**src/rtl/serial_bit_feeder_if.sv**
```systemverilog
// serial_bit_feeder_if
//   Bundles the upstream word handshake, the consumer stall qualifier and the
//   serial output stream of serial_bit_feeder.
//   Parameter WIDTH : bits per parallel word.
//   Signals:
//     in_data/in_valid/in_ready : word handshake (upstream -> feeder)
//     bit_en                    : consumer takes the current bit this cycle
//     x_out/x_valid             : serial bit and its qualifier
//     frame_start/frame_done    : first bit shown / last bit consumed
//     busy                      : a word is held or being shifted
//   Modports: master = upstream + consumer side, slave = the feeder.
interface serial_bit_feeder_if #(
  parameter int WIDTH = 8
);
  logic [WIDTH-1:0] in_data;
  logic             in_valid;
  logic             in_ready;
  logic             bit_en;
  logic             x_out;
  logic             x_valid;
  logic             frame_start;
  logic             frame_done;
  logic             busy;

  modport master (
    output in_data, in_valid, bit_en,
    input  in_ready, x_out, x_valid, frame_start, frame_done, busy
  );

  modport slave (
    input  in_data, in_valid, bit_en,
    output in_ready, x_out, x_valid, frame_start, frame_done, busy
  );
endinterface

```
**src/rtl/serial_bit_feeder.sv**
```systemverilog
// serial_bit_feeder
//   Parallel-to-serial front end. Words arrive through a valid/ready
//   handshake into a one-word holding buffer; a shift register streams them
//   out one bit per consumed clock. The holding buffer refills while a word
//   is shifting, so back-to-back words leave with no gap cycle.
//   Parameters:
//     WIDTH     : bits per word (>= 2)
//     MSB_FIRST : 1 = bit WIDTH-1 leaves first, 0 = bit 0 leaves first
//     IDLE_BIT  : level on x_out while nothing is being shifted
//   Ports:
//     clk : clock, rising edge
//     rst : synchronous active-high reset
//     bus : serial_bit_feeder_if.slave (handshake, stall, serial stream)
module serial_bit_feeder #(
  parameter int WIDTH     = 8,
  parameter bit MSB_FIRST = 1'b1,
  parameter bit IDLE_BIT  = 1'b0
) (
  input logic                clk,
  input logic                rst,
  serial_bit_feeder_if.slave bus
);

  localparam int CW = $clog2(WIDTH);
  localparam logic [CW-1:0] LAST_CNT = CW'(WIDTH - 1);

  typedef enum logic {
    IDLE  = 1'b0,
    SHIFT = 1'b1
  } state_t;

  state_t           state_reg, state_next;
  logic [WIDTH-1:0] hold_reg, hold_next;
  logic             hold_full_reg, hold_full_next;
  logic [WIDTH-1:0] sh_reg, sh_next;
  logic [CW-1:0]    bit_cnt_reg, bit_cnt_next;

  logic [WIDTH-1:0] sh_shifted;
  logic             accept;
  logic             last_take;
  logic             load;
  logic             out_bit;

  // One-place shift toward the output end; the vacated end fills with 0.
  for (genvar gi = 0; gi < WIDTH; gi++) begin : g_shift
    if (MSB_FIRST) begin : g_msb
      if (gi == 0) begin : g_fill
        assign sh_shifted[gi] = 1'b0;
      end else begin : g_move
        assign sh_shifted[gi] = sh_reg[gi-1];
      end
    end else begin : g_lsb
      if (gi == WIDTH - 1) begin : g_fill
        assign sh_shifted[gi] = 1'b0;
      end else begin : g_move
        assign sh_shifted[gi] = sh_reg[gi+1];
      end
    end
  end

  assign out_bit = MSB_FIRST ? sh_reg[WIDTH-1] : sh_reg[0];

  // in_ready comes straight from the hold flag so upstream never sees a
  // combinational path from bit_en or in_valid.
  assign accept    = bus.in_valid & ~hold_full_reg;
  assign last_take = (state_reg == SHIFT) & bus.bit_en & (bit_cnt_reg == LAST_CNT);
  assign load      = hold_full_reg & ((state_reg == IDLE) | last_take);

  always_comb begin
    state_next     = state_reg;
    hold_next      = hold_reg;
    hold_full_next = hold_full_reg;
    sh_next        = sh_reg;
    bit_cnt_next   = bit_cnt_reg;

    // Accept and load are mutually exclusive: accept needs an empty buffer,
    // load needs a full one.
    if (accept) begin
      hold_next      = bus.in_data;
      hold_full_next = 1'b1;
    end

    if (load) begin
      sh_next        = hold_reg;
      bit_cnt_next   = '0;
      state_next     = SHIFT;
      hold_full_next = 1'b0;
    end else if (last_take) begin
      state_next   = IDLE;
      bit_cnt_next = '0;
    end else if ((state_reg == SHIFT) && bus.bit_en) begin
      sh_next      = sh_shifted;
      bit_cnt_next = bit_cnt_reg + CW'(1);
    end
  end

  always_ff @(posedge clk) begin
    if (rst) begin
      state_reg     <= IDLE;
      hold_reg      <= '0;
      hold_full_reg <= 1'b0;
      sh_reg        <= '0;
      bit_cnt_reg   <= '0;
    end else begin
      state_reg     <= state_next;
      hold_reg      <= hold_next;
      hold_full_reg <= hold_full_next;
      sh_reg        <= sh_next;
      bit_cnt_reg   <= bit_cnt_next;
    end
  end

  assign bus.in_ready    = ~hold_full_reg;
  assign bus.x_valid     = (state_reg == SHIFT);
  // Idle line is driven to IDLE_BIT so a consumer that samples every clock
  // does not see stale shift-register contents as data.
  assign bus.x_out       = (state_reg == SHIFT) ? out_bit : IDLE_BIT;
  assign bus.frame_start = (state_reg == SHIFT) & (bit_cnt_reg == '0);
  assign bus.frame_done  = last_take;
  assign bus.busy        = hold_full_reg | (state_reg == SHIFT);

endmodule

```
**src/flat_wrapper.sv**
```systemverilog
// flat-port wrapper written by rule: the top's interface ports become plain ports
module serial_bit_feeder_flat 
#(
  parameter int WIDTH     = 8,
  parameter bit MSB_FIRST = 1'b1,
  parameter bit IDLE_BIT  = 1'b0
)
  (clk, rst, bus_in_data, bus_in_valid, bus_bit_en, bus_in_ready, bus_x_out, bus_x_valid, bus_frame_start, bus_frame_done, bus_busy);
  serial_bit_feeder_if #(.WIDTH(WIDTH)) bus_i ();
  input logic clk;
  input logic rst;
  input wire logic [$bits(bus_i.in_data)-1:0] bus_in_data;
  input wire logic [$bits(bus_i.in_valid)-1:0] bus_in_valid;
  input wire logic [$bits(bus_i.bit_en)-1:0] bus_bit_en;
  output wire logic [$bits(bus_i.in_ready)-1:0] bus_in_ready;
  output wire logic [$bits(bus_i.x_out)-1:0] bus_x_out;
  output wire logic [$bits(bus_i.x_valid)-1:0] bus_x_valid;
  output wire logic [$bits(bus_i.frame_start)-1:0] bus_frame_start;
  output wire logic [$bits(bus_i.frame_done)-1:0] bus_frame_done;
  output wire logic [$bits(bus_i.busy)-1:0] bus_busy;
  assign bus_i.in_data = bus_in_data;
  assign bus_i.in_valid = bus_in_valid;
  assign bus_i.bit_en = bus_bit_en;
  assign bus_in_ready = bus_i.in_ready;
  assign bus_x_out = bus_i.x_out;
  assign bus_x_valid = bus_i.x_valid;
  assign bus_frame_start = bus_i.frame_start;
  assign bus_frame_done = bus_i.frame_done;
  assign bus_busy = bus_i.busy;
  serial_bit_feeder #(.WIDTH(WIDTH), .MSB_FIRST(MSB_FIRST), .IDLE_BIT(IDLE_BIT)) u_core (.clk(clk), .rst(rst), .bus(bus_i));
endmodule
```
**config.mk**
```make
export PLATFORM = sky130hd
export DESIGN_NAME = serial_bit_feeder_flat
export DESIGN_NICKNAME = d
export VERILOG_FILES = /design/src/rtl/serial_bit_feeder_if.sv /design/src/rtl/serial_bit_feeder.sv /design/src/flat_wrapper.sv
export SDC_FILE = /design/constraint.sdc
export NUM_CORES = 1
export LEC_CHECK = 0
export ABC_CLOCK_PERIOD_IN_PS = 1650
export CORE_ASPECT_RATIO = 0.5
export CORE_MARGIN = 3
export CORE_UTILIZATION = 36
export CTS_CLUSTER_SIZE = 8
export DETAILED_ROUTE_END_ITERATION = 10
export GPL_TIMING_DRIVEN = 0
export HOLD_SLACK_MARGIN = 0.06
export MAX_ROUTING_LAYER = met4
export REMOVE_ABC_BUFFERS = 1
export SYNTH_ARGS = -nofsm -noshare
export SYNTH_HDL_FRONTEND = slang
export SYNTH_SLANG_ARGS = --single-unit
```
**constraint.sdc**
```tcl
create_clock -name clk -period 1.65 [get_ports clk]
set_input_delay 0.165 -clock clk [delete_from_list [all_inputs] [get_ports clk]]
set_output_delay 0.165 -clock clk [all_outputs]
set_load 0.02 [all_outputs]
```
# Yosys cells after proc, flatten, opt, wreduce, memory -nomap -nowiden
# Cells that the tools add are included.
# op_classes
addsub,1
multipliers,0
n_div,0
magnitude_cmp,0
eq_ne,2
shift,0
mux,6
bitwise_logic,9
n_reduce_logical,7
# op_table
cell,count
two-way mux 8 bit,3
AND 1 bit,5
nonzero test 2 bit,2
adder 3 x 1 -> 3 bit (second input constant),1
equality test 3 bit (second input constant),1
zero test 3 bit,1
two-way mux 1 bit,3
OR reduction 3 bit,1
!= test 2 bit (second input constant),1
inverter 1 bit,2
bitwise OR 1 bit,2
AND reduction 2 bit,1
OR reduction 2 bit,1
logical AND 1 bit,1
# word_totals
regBits,21
latchBits,0
ramBits,0
mem_bits_ro,0
output_inout_bits,6
word_cells,30
memories,0

# Depth between registers and ports, before layout
# depth
word_depth,6
ltp_mapped,6
mapped_depth_nobuf,5

# Least setup slack after synthesis
# OpenSTA, ideal clock, no wires.
# synth_timing
kind,reg2reg
startpoint,reg u_core.bit_cnt_reg[0]
endpoint,reg u_core.sh_reg[1]
setup_time_ps,126
arrival_time_ps,1260
t_required_ps,1524
setup_slack_ps,264
stages_incl_launch_ff,7
path_buffers,1
synth_period_minus_slack_ps,1386
path_cell_list,dfxtp_1 -> ha_1 -> ha_1 -> nand3b_1 -> buf_6 -> mux2i_1 -> a21oi_1
# synth_between
elab_chain_len,6
word_cells_on_any_way,8
# synth_rtl
element,line,source
from (decl),serial_bit_feeder.sv:36,"logic [CW-1:0] bit_cnt_reg, bit_cnt_next;"
from (signal assigned),serial_bit_feeder.sv:109,bit_cnt_reg <= bit_cnt_next;
equality test 3 bit *,serial_bit_feeder.sv:66,assign last_take = (state_reg == SHIFT) & bus.bit_en & (bit_cnt_reg == LAST_CNT);
AND 1 bit *,serial_bit_feeder.sv:66,
bitwise OR 1 bit,serial_bit_feeder.sv:67,assign load = hold_full_reg & ((state_reg == IDLE) | last_take);
AND 1 bit,serial_bit_feeder.sv:67,
!= test 2 bit (no line) or nonzero test 2 bit (tied branches),n/a,
AND reduction 2 bit (no line),n/a,
to (signal assigned),serial_bit_feeder.sv:108,sh_reg <= sh_next;
to (decl),serial_bit_feeder.sv:35,"logic [WIDTH-1:0] sh_reg, sh_next;"
# Every way passes the cells marked *; elsewhere a longest branch is shown, timed or not.
# A chain may end at the register's enable or synchronous reset.

# Worst setup path in the final report
# layout_timing
startpoint,reg u_core.bit_cnt_reg[0]
endpoint,out bus_frame_done
# layout_between
elab_chain_len,2
# layout_rtl
element,line,source
equality test 3 bit,serial_bit_feeder.sv:66,
AND 1 bit,serial_bit_feeder.sv:66,
to (decl),flat_wrapper.sv:19,output wire logic [$bits(bus_i.frame_done)-1:0] bus_frame_done;
# No other way between the ends.

==> results.toml <==
[final_layout]
antenna-diode-count = 0
multi_input_comb_area_um2 = 503.0
n_fill_cell = 248
post_route_core_utilization = 0.5111
area_delta_synth_final_pct = 25.52
drive_gt1_frac = 0.1667
seq_area_um2 = 422.9
final_net_count = 130
layout.cells.non_filler = 149

[clocking]
max-clock-path-buffers = 2
clk_latency_ns = 0.26
cts_num_sinks = 21
tritoncts.num_buffers = 3
cts_max_level = 1
clock_tree.root_cell = "sky130_fd_sc_hd__clkbuf_8"
post_cts_hold_buffer_count = 0
clk_slew_on_worst_s_h_paths_ns = 0.07
tritoncts = "done"

[routing]
drt_first_iter_violations = 16
max_used_layer = "met4"
drt-wirelength-per-cell_um = 11.60
detail_route.wirelength.met1_um = 889
number_of_remaining_drc_errors = 0
met2_wirelength_um = 734
detailroute.wirelength.met3_um = 86
vias = 714
routed_wire_length_um = 1728
detail_route.first_pass.iterations = 4
drtAntennaViolNets = 0
vias_per_cell = 4.792

[sta]
timing_max_transition_violations_final = 0
setup_repair_after_global_routing_missed_its_margin = "false"
finalSetupViolCount = 0
achievable-frequency_mhz = 626.5
sum_neg_setup_slack_ns = 0
setup_ws_ns = 0.05392
worst_pin_slew_ns = 0.5785
final-hold-violation-count = 0
layout_min_cycle_time_ns = 1.596
slew_headroom = 0.6131
min_period_over_period = 0.9673
fin_worst_skew_ns = 0.001360

[pwr]
p_per_area_nw_per_um2 = 893.6
ir_drop_mv = 0.3292
power_leakage_nw = 0.5343
total_power_w = 0.001083

[min_path]
timing.hold.worst.start = "u_core.sh_reg[0]$_SDFFE_PP0P_"
worstHoldPathType = "reg -> reg"
timing.hold.worst_endpoint = "u_core.sh_reg[0]$_SDFFE_PP0P_"
cell_depth_of_the_worst_hold_path = 2

[critical_path]
critical_path.reg2reg.endpoint = "u_core.sh_reg[5]$_SDFFE_PP0P_"
critPathCaptureType = "output pin"
startpoint_class = "flop"
r2r_setup_slack_ns = 0.14
critical_path_rt_ns = 1.48
worstReg2RegStart = "u_core.bit_cnt_reg[0]$_SDFFE_PP0P_"
timing.setup.critical_path_class = "reg -> out"
worstRegToRegCells = 5
cp_max_fo = 6
worst-endpoint-arrival_ns = 1.43

[synth]
mappedNetlistArea_um2 = 965.9
syn_inst = 97
yosys.cell_types.count = 23
synth-seq-cells = 21
synth.avg_cell_area_um2 = 9.958
warning_count_from_the_yosys_run = 0
seq_area_frac_synth = 0.4352

[global_route]
grt_use_total = 0.1124
first_global_vias = 615
grt_remaining_overflow = 0
antenna_found_initial = 0
grt_pass1_wl_um = 2870
grt_start_max_net_pins = 16

[die]
die_y_um = 42.63
core_region_area_um2 = 2372
starting_utilization_of_the_core_area = 0.4072
dieWidth_um = 79.26
core.rowCount = 12
pin_count = 18
fp.dieArea_um2 = 3378

[placement]
detailedPlacementHpwl_um = 1287
preCtsSetupSlack_ns = -0.1766
port-buffer-count = 17
dp_cells = 144
gpl.final_weighted_congestion = 0.7260

[outcome]
run_status = "finished, final reports clean"

[run]
timing.max_cap.violations = 0
-- worst max-delay path: stages, from the launching register on --
cell and delay, ns:
sky130_fd_sc_hd__dfxtp_2 0.34, sky130_fd_sc_hd__ha_1 0.22, sky130_fd_sc_hd__ha_4 0.19, sky130_fd_sc_hd__and3_2 0.19, sky130_fd_sc_hd__clkdlybuf4s15_2 0.24
-- layer usage --
layer / GRT usage / vias up
li1: - / 380
met3: 0.03433 / 2
met4: 0.03082 / 0
met2: 0.1672 / 16
met5: - / -
met1: 0.1476 / 316
-- per-stage QoR --
step                hold slack (ns)  area (µm²)
CTS                          0.4828        1191
detailed placement           0.4695        1135
floorplan                    0.2341       920.9
global route                 0.4938        1212
finish                       0.4806        1212
global placement             0.4662        1135
-- cell usage after synthesis, drive strengths merged --
library cell / n / share of area
nand2: 2 / 0.0078
and3: 1 / 0.0078
mux2i: 15 / 0.16
a21boi: 1 / 0.019
nand2b: 1 / 0.0065
or2: 1 / 0.0065
and2: 1 / 0.0065
clkbuf: 1 / 0.0039
nor3: 4 / 0.021
o31ai: 7 / 0.054
nor2b: 1 / 0.0065
a21oi: 11 / 0.057
dfxtp: 21 / 0.44
inv: 4 / 0.016
and4b: 2 / 0.023
ha: 3 / 0.039
nand3b: 2 / 0.016
o211ai: 1 / 0.013
buf: 4 / 0.043
nor2: 13 / 0.051
and4bb: 1 / 0.013
-- cells in the final DEF (no fill, tap or decap), drive strengths merged, types with 3 or more instances in the layout --
| master | netlist | final |
|---|---|---|
| clkbuf | 1 | 3 |
| clkdlybuf4s50 | 0 | 12 |
| a21oi | 11 | 11 |
| nor3 | 4 | 4 |
| ha | 3 | 3 |
| mux2i | 15 | 15 |
| dfxtp | 21 | 21 |
| o31ai | 7 | 7 |
| inv | 4 | 4 |
| nor2 | 13 | 13 |
-- power breakdown --
| group | switching (W) | internal, W |
|---|---|---|
| combinational | 0.0000905 | 0.0000911 |
| sequential | 0.0000262 | 0.000543 |
| clock | 0.000164 | 0.000168 |
| total | 0.000281 | 0.000802 |
-- timing repair --
action,in CTS,in global routing
gates resized for setup,7,6
buffers inserted,1,0
setup endpoints to repair,12,18
pin swaps,0,0
-- worst max path at each step --
stage,startpoint,endpoint,slack [ns],cells after the start
floorplan,u_core.bit_cnt_reg[0]$_SDFFE_PP0P_,u_core.sh_reg[1]$_SDFFE_PP0P_,0.08,5
global placement,bus_in_valid,u_core.hold_reg[0]$_SDFFE_PP0P_,-0.22,4
detailed placement,bus_in_valid,u_core.hold_reg[7]$_SDFFE_PP0P_,-0.18,4
CTS,u_core.bit_cnt_reg[0]$_SDFFE_PP0P_,bus_frame_done,0.008,4
global route,u_core.bit_cnt_reg[0]$_SDFFE_PP0P_,bus_frame_done,0.008,4
finish,u_core.bit_cnt_reg[0]$_SDFFE_PP0P_,bus_frame_done,0.05,4
-- layout make-up --
cell class              instances  area share
repair buffers                 18      0.1496
clock buffers                   3     0.03406
clock inverters                 1    0.004128
multi-input cells              67      0.4149
well taps                      35     0.03612
inverters                       4     0.01238
flip-flops and latches         21      0.3488
-- cells by family after synthesis --
group                      Yosys count  synth area share
buffers and inverters                9           0.06217
and+or+nand+nor                     29            0.1645
DFF                                 21            0.4352
adders and majority gates            3           0.03886
muxes                               15            0.1554
AOI/OAI and AO/OA                   20            0.1438
Power figures use the tool's default switching activity.
